## config.mk

```make
export PLATFORM = sky130hd
export DESIGN_NAME = if_fetch
export DESIGN_NICKNAME = d
export VERILOG_FILES = /design/src/rtl/cpu_defs_pkg.sv /design/src/rtl/if_npc_sel.sv /design/src/rtl/if_fetch.sv
export SDC_FILE = /design/constraint.sdc
export NUM_CORES = 1
export LEC_CHECK = 0
export BUFFER_PORTS_ARGS = -buffer_cell sky130_fd_sc_hd__buf_2
export CAP_MARGIN = 20
export CORE_AREA = 5 5 115 117
export CTS_CLUSTER_SIZE = 30
export DETAILED_ROUTE_END_ITERATION = 6
export DIE_AREA = 0 0 120 122
export HOLD_SLACK_MARGIN = 0.12
export PLACE_DENSITY = 0.79
export SLEW_MARGIN = 30
export SYNTH_ARGS = -nofsm -noshare
export SYNTH_HDL_FRONTEND = slang
export SYNTH_SLANG_ARGS = --single-unit
```

## constraint.sdc

```tcl
create_clock -name clk -period 2.7 [get_ports clk]
set_clock_uncertainty 0.15 [all_clocks]
set_input_delay 0.27 -clock clk [delete_from_list [all_inputs] [get_ports clk]]
set_output_delay 0.27 -clock clk [all_outputs]
set_load 0.02 [all_outputs]
```

## src/rtl/cpu_defs_pkg.sv

```systemverilog
// Shared CPU definitions: reset/exception vectors, IF->ID bus width and the
// IF fetch-state encoding.
package cpu_defs;

   localparam logic [31:0] RESET_PC       = 32'hBFC0_0000;
   localparam logic [31:0] EXC_ENTER_ADDR = 32'hBFC0_0380;
   localparam int          IF_ID_BUS_W    = 65;

   typedef enum logic [1:0] {
      S_REQ  = 2'd0,
      S_WAIT = 2'd1,
      S_HOLD = 2'd2,
      S_DROP = 2'd3
   } if_state_t;

   function automatic logic word_misaligned(input logic [31:0] addr);
      return addr[1] | addr[0];
   endfunction

endpackage

```

## src/rtl/if_npc_sel.sv

```systemverilog
// Next-pc mux for IF: a WB redirect beats a branch taken at handoff, which
// beats the sequential pc+4. Holds the pc when nothing moves it.
module if_npc_sel (
   input  logic [31:0] pc,
   input  logic        exc_valid,
   input  logic [31:0] exc_pc,
   input  logic        handoff,
   input  logic        jbr_taken,
   input  logic [31:0] jbr_target,
   input  logic        br_pend,
   input  logic [31:0] br_tgt,
   output logic [31:0] npc
);

   always_comb begin
      npc = pc;
      if (exc_valid) begin
         npc = exc_pc;
      end else if (handoff) begin
         // A branch resolving in the very cycle the delay slot leaves IF
         // has not reached br_tgt yet, so take it straight from ID.
         if (jbr_taken)
            npc = jbr_target;
         else if (br_pend)
            npc = br_tgt;
         else
            npc = pc + 32'd4;
      end
   end

endmodule

```

## src/rtl/if_fetch.sv

```systemverilog
// IF stage: owns the pc, fetches one word at a time over the sram-like inst
// port and presents {adel, pc, inst} to ID.
module if_fetch #(
   parameter logic [31:0] RESET_PC = cpu_defs::RESET_PC,
   parameter int          BUS_W    = cpu_defs::IF_ID_BUS_W
) (
   input  logic             clk,
   input  logic             resetn,
   input  logic             exc_valid,
   input  logic [31:0]      exc_pc,
   input  logic             jbr_taken,
   input  logic [31:0]      jbr_target,
   input  logic             ID_allowin,
   output logic             inst_req,
   output logic [31:0]      inst_addr,
   input  logic             inst_addr_ok,
   input  logic [31:0]      inst_rdata,
   input  logic             inst_data_ok,
   output logic             IF_valid,
   output logic [BUS_W-1:0] IF_ID_bus,
   output logic [31:0]      IF_pc
);
   import cpu_defs::*;

   // Handshakes: a fetch is accepted on a cycle with inst_req & inst_addr_ok and
   // returns exactly one inst_data_ok later, in order; IF_ID_bus transfers to
   // ID on a cycle with IF_valid & ID_allowin and is held stable otherwise.

   if_state_t   state, state_nxt;
   logic [31:0] pc, pc_nxt, inst_r, br_tgt;
   logic        adel_r, br_pend;
   logic        misaligned, req_acc, handoff;

   assign misaligned = word_misaligned(pc);
   assign inst_req   = (state == S_REQ) & ~misaligned & resetn;
   assign inst_addr  = pc;
   assign req_acc    = inst_req & inst_addr_ok;
   assign handoff    = (state == S_HOLD) & ID_allowin;
   assign IF_valid   = (state == S_HOLD) & resetn;
   assign IF_ID_bus  = {adel_r, pc, inst_r};
   assign IF_pc      = pc;

   if_npc_sel u_npc_sel (
      .pc         (pc),
      .exc_valid  (exc_valid),
      .exc_pc     (exc_pc),
      .handoff    (handoff),
      .jbr_taken  (jbr_taken),
      .jbr_target (jbr_target),
      .br_pend    (br_pend),
      .br_tgt     (br_tgt),
      .npc        (pc_nxt)
   );

   always_comb begin
      state_nxt = state;
      if (exc_valid) begin
         // A redirect with a request in flight must still swallow its data.
         unique case (state)
            S_REQ:   state_nxt = req_acc ? S_DROP : S_REQ;
            S_WAIT:  state_nxt = inst_data_ok ? S_REQ : S_DROP;
            S_HOLD:  state_nxt = S_REQ;
            S_DROP:  state_nxt = inst_data_ok ? S_REQ : S_DROP;
            default: state_nxt = S_REQ;
         endcase
      end else begin
         unique case (state)
            S_REQ: begin
               if (misaligned)
                  state_nxt = S_HOLD;
               else if (req_acc)
                  state_nxt = S_WAIT;
            end
            S_WAIT:  if (inst_data_ok) state_nxt = S_HOLD;
            S_HOLD:  if (ID_allowin) state_nxt = S_REQ;
            S_DROP:  if (inst_data_ok) state_nxt = S_REQ;
            default: state_nxt = S_REQ;
         endcase
      end
   end

   always_ff @(posedge clk) begin
      if (!resetn) begin
         state   <= S_REQ;
         pc      <= RESET_PC;
         br_pend <= 1'b0;
         br_tgt  <= '0;
         adel_r  <= 1'b0;
         inst_r  <= '0;
      end else begin
         state <= state_nxt;
         pc    <= pc_nxt;

         if (exc_valid) begin
            br_pend <= 1'b0;
         end else if (jbr_taken && !handoff) begin
            br_pend <= 1'b1;
            br_tgt  <= jbr_target;
         end else if (handoff) begin
            br_pend <= 1'b0;
         end

         if (!exc_valid) begin
            if (state == S_REQ && misaligned) begin
               adel_r <= 1'b1;
               inst_r <= '0;
            end else if (state == S_WAIT && inst_data_ok) begin
               adel_r <= 1'b0;
               inst_r <= inst_rdata;
            end
         end
      end
   end

endmodule

```

# Word level (Yosys, flattened, before mapping)
# Cells that the tools add are included.
[op_classes] reduce_logical=13 n_addsub=1 mux=20 bitwise_logic=9 eq_ne=7
[ops] operator="32-bit two-way mux" count=6
[ops] operator="32-bit by 3-bit adder with 32-bit output, second input constant" count=1
[ops] operator="2-bit two-way mux" count=8
[ops] operator="3-bit inequality test, second input constant" count=3
[ops] operator="2-bit case mux with 4 select lines" count=1
[ops] operator="2-bit case mux with 3 select lines" count=1
[ops] operator="2-bit nonzero test" count=3
[ops] operator="1-bit bitwise AND" count=5
[ops] operator="2-bit equality test, second input constant" count=2
[ops] operator="1-bit two-way mux" count=4
[ops] operator="4-bit inequality test, second input constant" count=1
[ops] operator="2-bit AND reduction" count=2
[ops] operator="4-bit AND reduction" count=1
[ops] operator="2-bit OR reduction" count=2
[ops] operator="1-bit logical AND" count=3
[ops] operator="1-bit inverter" count=3
[ops] operator="2-bit by 1-bit equality test with 1-bit output, second input constant" count=1
[ops] operator="2-bit logical NOT" count=1
[ops] operator="1-bit logical NOT" count=1
[ops] operator="1-bit OR" count=1
[totals] out_inout_bits=131 input_bits=103 regBits=100 elab_cells=56

# Longest topological paths before layout
[logic_depth] word_depth=9 mapped_depth=8 ltp_nobuf=6

# By module
# From an unflattened synthesis, not the netlist that was laid out.
[hier_totals] hier_cells=772 hier_area_um2=6173.4
[by_module_without_submodules] mod="if_fetch" n_inst=1 area_each_um2=4300.4 seq_area_each_um2=2001.9 cells_each=453
[by_module_without_submodules] mod="if_npc_sel" n_inst=1 area_each_um2=1873.0 seq_area_each_um2=0.0 cells_each=319

# Worst setup path before layout
# Ideal clock, no wire load.
[synth_path] path_type="reg-to-reg" startpoint="reg pc[2] (netlist: IF_pc[2])" endpoint="reg pc[14] (netlist: IF_pc[14])" t_arrival_ns=1.909 setup_ns=0.131 synth_period_minus_slack_ns=2.190 path_stages_with_launch=7 n_path_buf=0 t_required_ns=2.419 setup_slack_ns=0.510 cell_sequence="dfxtp_1 -> ha_1 -> nand3_1 -> nor4_1 -> mux2_2 -> a221oi_1 -> a21oi_1"
[synth_via] elab_chain_len=5
[synth_lines] item="start, declared" line_no="if_fetch.sv:30" source="logic [31:0] pc, pc_nxt, inst_r, br_tgt;"
[synth_lines] item="start signal, assigned" line_no="if_fetch.sv:92" source="pc <= pc_nxt;"
[synth_lines] item="32-bit by 3-bit adder with 32-bit output" line_no="if_npc_sel.sv:27" source="npc = pc + 32'd4;"
[synth_lines] item="32-bit two-way mux" line_no="if_npc_sel.sv:24" source="else if (br_pend)"
[synth_lines] item="32-bit two-way mux" line_no="if_npc_sel.sv:22" source="if (jbr_taken)"
[synth_lines] item="32-bit two-way mux" line_no="if_npc_sel.sv:19" source="end else if (handoff) begin"
[synth_lines] item="32-bit two-way mux" line_no="if_npc_sel.sv:17" source="if (exc_valid) begin"
# No other way between the ends. The select of a mux whose other input is x is not followed.
# A chain may end at the register's enable or synchronous reset.

# Final worst setup path
[layout_path] startpoint="reg pc[2] (netlist: IF_pc[2])" endpoint="reg pc[20] (netlist: IF_pc[20])"
# The elaborated chain is that of the path after synthesis.

==> run metrics <==
largest area contributor in the netlist dfxtp_1; RSZ-0062 raised after global routing false; row count 41; register bit total from synthesis 100; uppermost layer routed met4; initial antenna violation count 0; Hold WC Path Type in -> reg; Net Count, Synth 833; Layout area overhead 36.2%; CTS tree built; drt first pass iters 5; Tot Pwr 0.00402 W; Primary FF master, synth dfxtp_1; crit path launch type flop; DR WL/cell approximately 18 um; Remaining DRCs 0; post-CTS setup buffer count 0; Setup Crit Path Kind reg -> reg; met1 wire length between 8000 and 9000 um; status complete, no violations; Core ar. 12300 um2; ys async rst share 0%; placed wire-length estimate approximately 13000 um; XOR/XNOR Fraction of Synth Area 1.83%; multiplexer share of the synthesized area under 10%; clock root buffer master clkbuf_16; Post-Synth Simple-Gate Area 22.1%; Worst Path Max Fanout 8; Starting Density 46.8%; Post-Synth Adder-Cell Area 0.218%; CTS Sinks 100; Post-layout nets between 1k and 1.5k; share of cells above drive strength 1 29.1%; post-synth top area share 34.9%; total gr overflow 0; Final setup viols 0; Worst-Margin Slew 654 ps; largest family of logic cells by synthesized area compound AO/OA/AOI/OAI gates; maximum VDD drop 0.274 mV; Post-Synthesis Cells 729; met2 wire length 9440 um; CTS Buf Count 9; Die Footprint 14600 um2; antenna-violating nets left 0; routed wl met3 1600 um; Routed WL around 20000 um; vias in the first global route 5992; initial drt markers 807; clock latency at the later pin of the worst-skew pair 360 ps; synthesized area per cell 7.87 um2; compound-cell area share of the yosys netlist 25.3%; Final WS setup 393 ps; CP cell instances ha_1 -> nand3_1 -> nor3_2 -> nand4_1 -> mux2i_1 -> a211oi_1; hold depth 4; number of top-level pins roughly 230; PortBufs 233; Fin Hold WS 131 ps; setup TNS 0 ps; Final min period between 2000 and 2500 ps; Leak Pwr 3.39 nW; number of library cell types mapped by synthesis just over 60; CP max stage cell nor3_2; power density over the cells slightly above 500 nW/um2; pin count of the biggest net entering global routing a little under 50; Inserted Diodes 0; max-cap check violation count 0; Final Max Slew Viols 0; endpoints failing hold 0; Die Y-Extent 122 um; Worst Path Arrival around 2400 ps; Tcrit/Tclk final a little under nine tenths; vias per cell 5.60; CP required about 2800 ps; sequential fraction of the synthesis area 34.9%; largest cells by area after synthesis dfxtp_1 35%, buf_4 8.5%, nand2_1 7.6%, o21ai_0 5.1%, a22oi_1 4.7%; Ys Warns 0; most common cell after layout, fill and taps aside buf_2; GRT Total Usage roughly a quarter; routed vias between 6k and 7k; Worst Reg2Reg Path Length in Cells 6; Post-synth EDFFs 0; first-pass GRT wire length 30800 um; H-tree depth 3; highest clock rate about 0.43 GHz; most frequent cells in the layout 233 x buf_2, 116 x nand2_1, 100 x dfxtp_1; Rel. slew slack 56.4%; Crit. End Element flop; Syn Std Cell Area around 5700 um2; CP peak stage delay 550 ps; Reg clk slew, reported paths 80 ps; CTS max path bufs 2; GPL Wtd Cong 0.874; Die X 120 um; Setup WS pre-CTS roughly 470 ps
## synth_stat cells (3+ instances only)
library cell,instances
a22oi_1,36
and3_1,7
a21boi_0,33
nor4_1,4
a221oi_1,4
a22o_1,3
o211ai_1,12
nand2b_1,4
xor2_1,7
o31ai_1,3
nand2_1,116
mux2i_1,14
nor2b_1,32
nor2_1,27
or3_1,6
nand4_1,10
a211oi_1,5
dfxtp_1,100
and2_1,6
a31oi_1,3
buf_1,4
a21oi_1,29
xnor2_1,5
o21ai_0,58
inv_1,7
nor3_1,13
clkbuf_1,36
a311oi_1,7
o21a_1,3
o211a_1,3
buf_4,65
nand3_1,19
buf_2,15
## metrics by stage
| stage | area [um2] | utilization (%) | std cells |
|---|---|---|---|
| 6_report | 7820 | 63.7 | 1121 |
| 5_1_grt | 7820 | 63.7 | 1121 |
| 4_1_cts | 7820 | 63.7 | 1121 |
| 3_5_place_dp | 6580 | 53.6 | 1014 |
| 3_3_place_gp | 6580 | 53.6 | 1014 |
| 2_1_floorplan | 5740 | - | 729 |
## metal layers
layer  global-route usage (%)  vias to the layer above
met2                     44.9                      321
met1                     31.8                     2912
li1                         -                     3002
met4                     9.45                        0
met5                        0                        -
met3                     5.90                       47
## power breakdown
group	switching (W)	internal [W]	total, W
clock	0.000648	0.000831	0.00148
combinational	0.000514	0.000378	0.000893
sequential	0.000103	0.00155	0.00165
## worst max-delay path: cells and delay by family (launching register included)
kind	cells	cell delay, ps
simple gates	3	980
flops	1	470
fa+ha+maj	1	240
compound gates	1	240
mux	1	150
## layout make-up
cell class                      count  area (um2)
Clock inverter                      7         104
Tap cell                          150         188
Inverter                            8        30.0
Clock buffer                        9         225
Fill cell                        1016        4450
Sequential cell                   100        2000
Multi-Input combinational cell    501        3010
Timing Repair Buffer              346        2250
## worst paths after layout
kind               from          to  slack (ps)
min          exc_pc[26]   IF_pc[26]         130
min reg2reg  br_tgt[10]  br_tgt[10]         310
max            IF_pc[2]   IF_pc[20]         390
max reg2reg    IF_pc[2]   IF_pc[20]         390
## cells by family after synthesis
| group | Yosys count |
|---|---|
| AO/OA/AOI/OAI | 216 |
| XOR/XNOR | 12 |
| adder cells (fa/ha/maj) | 1 |
| buffers and inverters | 128 |
| flip-flops | 100 |
| multiplexers | 15 |
| AND/OR/NAND/NOR | 257 |
## registers in the layout, summed over array words and instances, names as in the netlist
signal,cells
IF_pc,32
adel_r,1
br_pend,1
br_tgt,32
inst_r,32
state,2
## timing repair
action / 4_1_cts / 5_1_grt
gates resized for setup: 0 / 0
hold buffers: 91 / 0
endpoints found under the hold margin: 95 / 0
setup endpoints to repair: 0 / 0
No activity file was read; power rests on OpenSTA's default activity.
